--- src/rtl/phy_pkg.sv ---
// Shared PHY definitions: line symbols, byte width and the serial TX lane state.
package phy_pkg;

  localparam int unsigned BYTE_W = 8;

  localparam logic [BYTE_W-1:0] COMMA_SYM = 8'hBC;
  localparam logic [BYTE_W-1:0] IDLE_SYM  = 8'h7C;

  typedef enum logic {
    TRAIN  = 1'b0,
    ACTIVE = 1'b1
  } tx_state_t;

endpackage

--- src/rtl/par_serial_tx.sv ---
// Per-lane byte-to-serial transmitter: COMMA training after reset, then
// MSB-first data bytes with IDLE fill, one bit per clk.
// Optional macro PAR_SERIAL_TX_STATS_EN adds a saturating data_count output.
module par_serial_tx
  import phy_pkg::*;
#(
  parameter int unsigned        N_COMMA = 4,
  parameter logic [BYTE_W-1:0]  COMMA   = COMMA_SYM,
  parameter logic [BYTE_W-1:0]  IDLE    = IDLE_SYM
) (
  input  logic              clk,
  input  logic              reset,
  input  logic [BYTE_W-1:0] data_in,
  input  logic              valid_in,
  output logic              ready_out,
  output logic              data_serial_out,
  output logic              byte_start,
  output logic              lane_active
`ifdef PAR_SERIAL_TX_STATS_EN
  ,
  output logic [15:0]       data_count
`endif
);

  localparam int unsigned CNT_W   = 3;
  localparam int unsigned COMMA_W = 4;

  tx_state_t          state_q;
  tx_state_t          state_d;
  logic [CNT_W-1:0]   bit_cnt_q;
  logic [BYTE_W-1:0]  shreg_q;
  logic [COMMA_W-1:0] comma_cnt_q;
  logic [COMMA_W-1:0] comma_cnt_d;
  logic [BYTE_W-1:0]  byte_sel;
  logic               boundary;
  logic               accept;

  assign boundary  = (bit_cnt_q == '0);
  // Reset wins over a boundary so nothing is accepted while it is held.
  assign ready_out = (state_q == ACTIVE) && boundary && !reset;
  assign accept    = valid_in && ready_out;

  // Next-state, COMMA counting and byte selection for the next boundary.
  always_comb begin
    state_d     = state_q;
    comma_cnt_d = comma_cnt_q;
    byte_sel    = IDLE;
    case (state_q)
      TRAIN: begin
        byte_sel = COMMA;
        if (boundary) begin
          if (comma_cnt_q < COMMA_W'(N_COMMA)) begin
            comma_cnt_d = comma_cnt_q + COMMA_W'(1);
          end
          if (comma_cnt_q == COMMA_W'(N_COMMA - 1)) begin
            state_d = ACTIVE;
          end
        end
      end
      ACTIVE: begin
        byte_sel = valid_in ? data_in : IDLE;
      end
      default: begin
        state_d = TRAIN;
      end
    endcase
  end

  // State and COMMA counter registers.
  always_ff @(posedge clk) begin
    if (reset) begin
      state_q     <= TRAIN;
      comma_cnt_q <= '0;
    end else begin
      state_q     <= state_d;
      comma_cnt_q <= comma_cnt_d;
    end
  end

  // Bit counter, shift register and registered serial outputs.
  always_ff @(posedge clk) begin
    if (reset) begin
      bit_cnt_q       <= '0;
      shreg_q         <= '0;
      data_serial_out <= 1'b0;
      byte_start      <= 1'b0;
      lane_active     <= 1'b0;
    end else begin
      bit_cnt_q   <= bit_cnt_q + CNT_W'(1);
      lane_active <= (state_d == ACTIVE);
      if (boundary) begin
        shreg_q         <= byte_sel;
        data_serial_out <= byte_sel[BYTE_W-1];
        byte_start      <= 1'b1;
      end else begin
        data_serial_out <= shreg_q[CNT_W'(BYTE_W - 1) - bit_cnt_q];
        byte_start      <= 1'b0;
      end
    end
  end

`ifdef PAR_SERIAL_TX_STATS_EN
  // Saturating count of accepted data bytes; IDLE and COMMA are not counted.
  always_ff @(posedge clk) begin
    if (reset) begin
      data_count <= '0;
    end else if (accept && (data_count != 16'hFFFF)) begin
      data_count <= data_count + 16'd1;
    end
  end
`else
  // Without statistics the accept strobe only qualifies ready_out handshakes.
  logic unused_accept;
  assign unused_accept = accept;
`endif

endmodule

--- config.mk ---
export PLATFORM = sky130hd
export DESIGN_NAME = par_serial_tx
export DESIGN_NICKNAME = d
export VERILOG_FILES = /design/src/rtl/phy_pkg.sv /design/src/rtl/par_serial_tx.sv
export SDC_FILE = /design/constraint.sdc
export NUM_CORES = 1
export LEC_CHECK = 0
export CORE_UTILIZATION = 48
export DETAILED_ROUTE_END_ITERATION = 10
export GPL_TIMING_DRIVEN = 0
export MAX_ROUTING_LAYER = met4
export PLACE_DENSITY_LB_ADDON = 0.2
export SYNTH_ARGS = -nofsm -noshare
export SYNTH_HDL_FRONTEND = slang
export SYNTH_SLANG_ARGS = --single-unit
export TNS_END_PERCENT = 100
--- constraint.sdc ---
create_clock -name clk -period 2.1 [get_ports clk]
set_input_delay 0.42 -clock clk [delete_from_list [all_inputs] [get_ports clk]]
set_output_delay 0.42 -clock clk [all_outputs]
set_load 0.02 [all_outputs]
# [Word-level counts from Yosys, hierarchy flattened]
# Index checks and enable logic that the tools add are counted.
[totals] elab_cells=27 inputBits=11 ff_bits=18 out_inout_bits=4
[classes] n_lt_le_gt_ge=2 n_reduce_logical=5 bitwise_logic=1 n_addsub=3 n_mux=9 eq_ne=1
[ops] cell="case mux 8 bit (2 select lines)" n=1
[ops] cell="two-way mux 8 bit" n=1
[ops] cell="two-way mux 1 bit" n=6
[ops] cell="adder 4 x 1 -> 4 bit, second input constant" n=1
[ops] cell="== test 4 x 2 -> 1 bit, second input constant" n=1
[ops] cell="< comparator 3 x 4 -> 1 bit, second input constant" n=1
[ops] cell="< comparator 4 x 3 -> 1 bit, second input constant" n=1
[ops] cell="adder 3 x 1 -> 3 bit, second input constant" n=1
[ops] cell="binary-select mux 1 bit (select 3 bit)" n=1
[ops] cell="logical NOT 3 bit" n=1
[ops] cell="AND reduction 3 bit" n=1
[ops] cell="subtractor 3 bit, first input constant" n=1
[ops] cell="logical AND 1 bit" n=2
[ops] cell="logical NOT 1 bit" n=1
[ops] cell="NOT 1 bit" n=1

# [Depth between registers and ports, before layout]
# Gate-level depths: netlist of the first run.
[depth] depth_word=4 mapped_depth=6 mapped_depth_nobuf=5

# [Worst setup path after synthesis of the first run]
# No wires, ideal clock.
[synth_timing] kind="register -> output" from="register, netlist name lane_active" to="output ready_out" path_buffers=1 stages_incl_launch_ff=4 setup_slack_ns=0.374 required_ns=1.680 arrival_ns=1.306 path_cell_list="dfxtp_1 -> clkbuf_1 -> inv_1 -> nor3_1"
[synth_rtl] element="end, declared" line="par_serial_tx.sv:15" text="output logic ready_out,"

# [Worst setup path after layout of the first run]
[layout_timing] from="register lane_active" to="output lane_active"
[layout_rtl] element="start, declared" line="par_serial_tx.sv:18" text="output logic lane_active"
[layout_rtl] element="start signal, assigned" line="par_serial_tx.sv:90" text="lane_active <= (state_d == ACTIVE);"
# No word-level cell between the ends.

==> results.toml, run 1 <==
[global_route]
antenna_found_initial = 0
grt_pass1_vias = 596
grt_start_max_net_pins = 11
gr-total-overflow = 0
grt_util_all_layers_pct = 19.7
grt_first_pass_wirelength_um = 2570

[clock_tree]
postCtsSetupBuffers = 0
htree_num_levels = 1
clk-insertion-delay-late_ns = 0.28
cts-buffers-inserted = 3
clock_sink_count = 18
cts.reportedPaths.clkPinSlew_ns = 0.09
cts_tree = "done"
hold_buffers = 0
clock_tree.buffer_depth = 2
root_buffer = "clkbuf_4"

[drt]
detailroute.wirelength.met2_um = 675
vias_per_cell = 5.34
top_layer = "met3"
met1_length_um = 691
routed_wl_um = 1420
drtAntennaViolNets = 0
detail_route.drc_violations = 0
vias = 598
drt_first_pass_iters = 3
drt_iter0_markers = 5
routed-wl-met3_um = 57
route.detailed.wl_per_inst_um = 12.7

[sta]
slew_headroom_pct = 69.5
fin_crit_sh_pct = 90.5
finalCriticalPeriod_ns = 1.90
finClkSkew_ns = 0.00124
grt_setup_unrepaired = "false"
worst_pin_slew_ns = 0.457
max_freq_mhz = 526
finalSetupViolCount = 0
max_slew_violation_count = 0
timing.setup.tns_ns = 0
final-hold-violation-count = 0

[floorplan]
core_footprint_mm2 = 0.00151
initial_core_util_pct = 51.6
pin_count = 15
die_width_um = 42.2
die-height_um = 42.2
design.die.area_mm2 = 0.00178
std_cell_rows = 14

[logic_synthesis]
synth_compound_area_share_pct = 12.4
synth_area_um2 = 777
ys_warn_count = 0
ys_types = 27
synth_nets = 95
syn_area_per_cell_um2 = 9.59
synthMuxAreaShare_pct = 5.80
synth_seq_area_share_pct = 46.4
postSynthRegisterBits = 18
synth-xor-area-share_pct = 1.13
yosys.area_share.simple_pct = 23.2
synth_adder_area_share_pct = 4.83
synth_top_family_by_area = "simple AND/OR/NAND/NOR gates"
number_of_standard_cells_after_synthesis = 81

[worst_setup_path]
worst_setup_path_startpoint = "lane_active"
crit_type = "flop to output port"
arrival_ns = 1.48
critPathLaunchType = "flop"
r2r_slack_ns = 0.50
timing.critical_path.fanout_max = 9
timing.critical_path.cells = "clkdlybuf4s50_1"
path_buf_inv = 1
max_stage_delay_cell_worst_path = "clkdlybuf4s50_1"
rr_startpoint = "bit_cnt_q[1]"
worst_path_dominant_cell_family = "buffers and inverters"
reg2regPathDepth = 6
crit_path_end_kind = "output port"
worst_ep_required_time_ns = 1.68
largest_incremental_delay_on_the_critical_path_ns = 0.67
worstReg2RegEnd = "lane_active"

[power]
leakage_nw = 0.348
power_density_mw_per_mm2 = 729
power.ir.vdd_worst_mv = 0.403

[finish]
total_non_filler_cell_area_in_the_finished_layout_um2 = 945
layout-drive-gt1-share_pct = 13.5
fillCellCount = 138
utilization_pct = 62.7
fin_nets = 112
num_antenna_cells = 0
finish.cell_count_without_fillers = 112
synthToLayoutAreaGrowth_pct = 21.6

[place]
placedInstanceArea_um2 = 927
placement.io_buffers = 13
weighted_congestion_at_the_end_of_routability_driven_global_placement = 0.729
place.detailed.hpwl_um = 1070
place_inst = 110

[status]
outcome = "finished clean"

[worst_hold_path]
hold_depth = 2
worstHoldEndpoint = "shreg_q[1]"
timing.hold.worst.start = "shreg_q[1]"
hold_class = "flop to flop"

[job]
cap_viol_max_count = 0
## worst register-to-register path, delay by kind of cell (launching register included)
family                     cells  cell delay, ns
DFF                            1            0.36
and+or+nand+nor                2            0.57
adders and majority gates      1            0.23
buffers and inverters          2            0.21
AOI/OAI and AO/OA              1            0.16
## layout make-up
type,instances,area [µm²],share of cell area (%)
repair buffers,13,125,13.2
multi-input cells,54,370,39.2
well taps,16,20.0,2.12
clock buffers,3,22.5,2.38
plain buffers,5,33.8,3.58
inverters,3,11.3,1.19
flip-flops and latches,18,362,38.3
## power breakdown
part | switching, mW | internal (mW) | total, mW | leakage [nW]
Clock | 0.0958 | 0.0665 | 0.162 | 0.0138
Sequential | 0.0175 | 0.369 | 0.386 | 0.148
Combinational | 0.0633 | 0.0766 | 0.140 | 0.186
## how the worst max path moves through the flow
stage / to / slack [ns] / cells past startpoint
final: lane_active / 0.20 / 1
after global routing: ready_out / 0.09 / 6
after CTS: ready_out / 0.004 / 6
after detailed placement: ready_out / 0.004 / 6
after global placement: ready_out / 0.02 / 6
after floorplan: ready_out / 0.37 / 3
## stage by stage
| stage | hold WS [ns] | power, mW | setup slack (ns) |
|---|---|---|---|
| floorplan | 0.428 | 0.487 | 0.374 |
| global placement | 0.439 | 0.530 | 0.0247 |
| detailed placement | 0.451 | 0.535 | 0.00422 |
| CTS | 0.465 | 0.696 | 0.00433 |
| global route | 0.481 | 0.732 | 0.0910 |
| finish | 0.465 | 0.689 | 0.200 |
## registers in the layout (all words and copies together), names as in the netlist
register and flops:
comma_cnt_q 4, bit_cnt_q 3, data_serial_out 1, lane_active 1, byte_start 1, shreg_q 8
## metal layers
| metal | GRT usage [%] | vias up |
|---|---|---|
| li1 | - | 315 |
| met3 | 6.47 | 0 |
| met1 | 24.4 | 268 |
| met5 | - | - |
| met2 | 29.8 | 15 |
| met4 | 7.50 | 0 |
## layout by cell type (no fill, tap or decap), types with 2 or more instances in the layout
cell type        instances
clkbuf_4                 3
nor2b_1                  3
nand2_1                  5
clkdlybuf4s50_1         12
inv_1                    3
o22ai_1                  4
nor2_1                   9
a21oi_1                  8
nand4_1                  2
mux2_2                   2
buf_6                    2
o41ai_1                  2
clkbuf_1                 3
dfxtp_1                 17
ha_1                     2
nand3_1                  3
## synth_stat cells
master / instances / area share [%]
dfxtp_1: 18 / 46
nor2_1: 9 / 4.3
a21oi_1: 8 / 5.2
nand2_1: 5 / 2.4
clkbuf_1: 4 / 1.9
o22ai_1: 4 / 3.2
ha_1: 3 / 4.8
inv_1: 3 / 1.4
nand3_1: 3 / 1.9
nor2b_1: 3 / 2.4
buf_6: 2 / 2.9
mux2_2: 2 / 2.9
nand4_1: 2 / 1.6
o41ai_1: 2 / 2.3
a41oi_1: 1 / 1.1
and2_1: 1 / 0.81
mux4_2: 1 / 2.9
nand2b_1: 1 / 0.81
nand2b_4: 1 / 1.8
nand3b_1: 1 / 0.97
nand4b_1: 1 / 1.1
nor3_1: 1 / 0.64
nor4b_2: 1 / 1.9
o21ai_1: 1 / 0.64
or3b_1: 1 / 1.1
or4b_1: 1 / 1.3
xnor2_1: 1 / 1.1
## cell families (layout without fill, tap and decap cells)
kind of cell               Yosys count  count (layout)
xor gates and xnor gates             1               1
AOI/OAI and AO/OA                   16              16
and+or+nand+nor                     31              31
DFF                                 18              18
buffers and inverters                9              24
muxes                                3               3
adders and majority gates            3               3
## timing repair
item                                    CTS  global route
gates resized for setup                   2             4
gates cloned                              0             0
endpoints found under the setup margin    1             1
No activity file was read; power rests on OpenSTA's default activity.
==> run 2, diff against run 1 <==
--- a/config.mk
+++ b/config.mk
@@ -5,6 +5,7 @@
 export SDC_FILE = /design/constraint.sdc
 export NUM_CORES = 1
 export LEC_CHECK = 0
+export CAP_MARGIN = 10
 export CORE_UTILIZATION = 48
 export DETAILED_ROUTE_END_ITERATION = 10
 export GPL_TIMING_DRIVEN = 0
==> results of run 2 <==
Same layout as run 1: the final DEF is identical, and so are final timing and power.
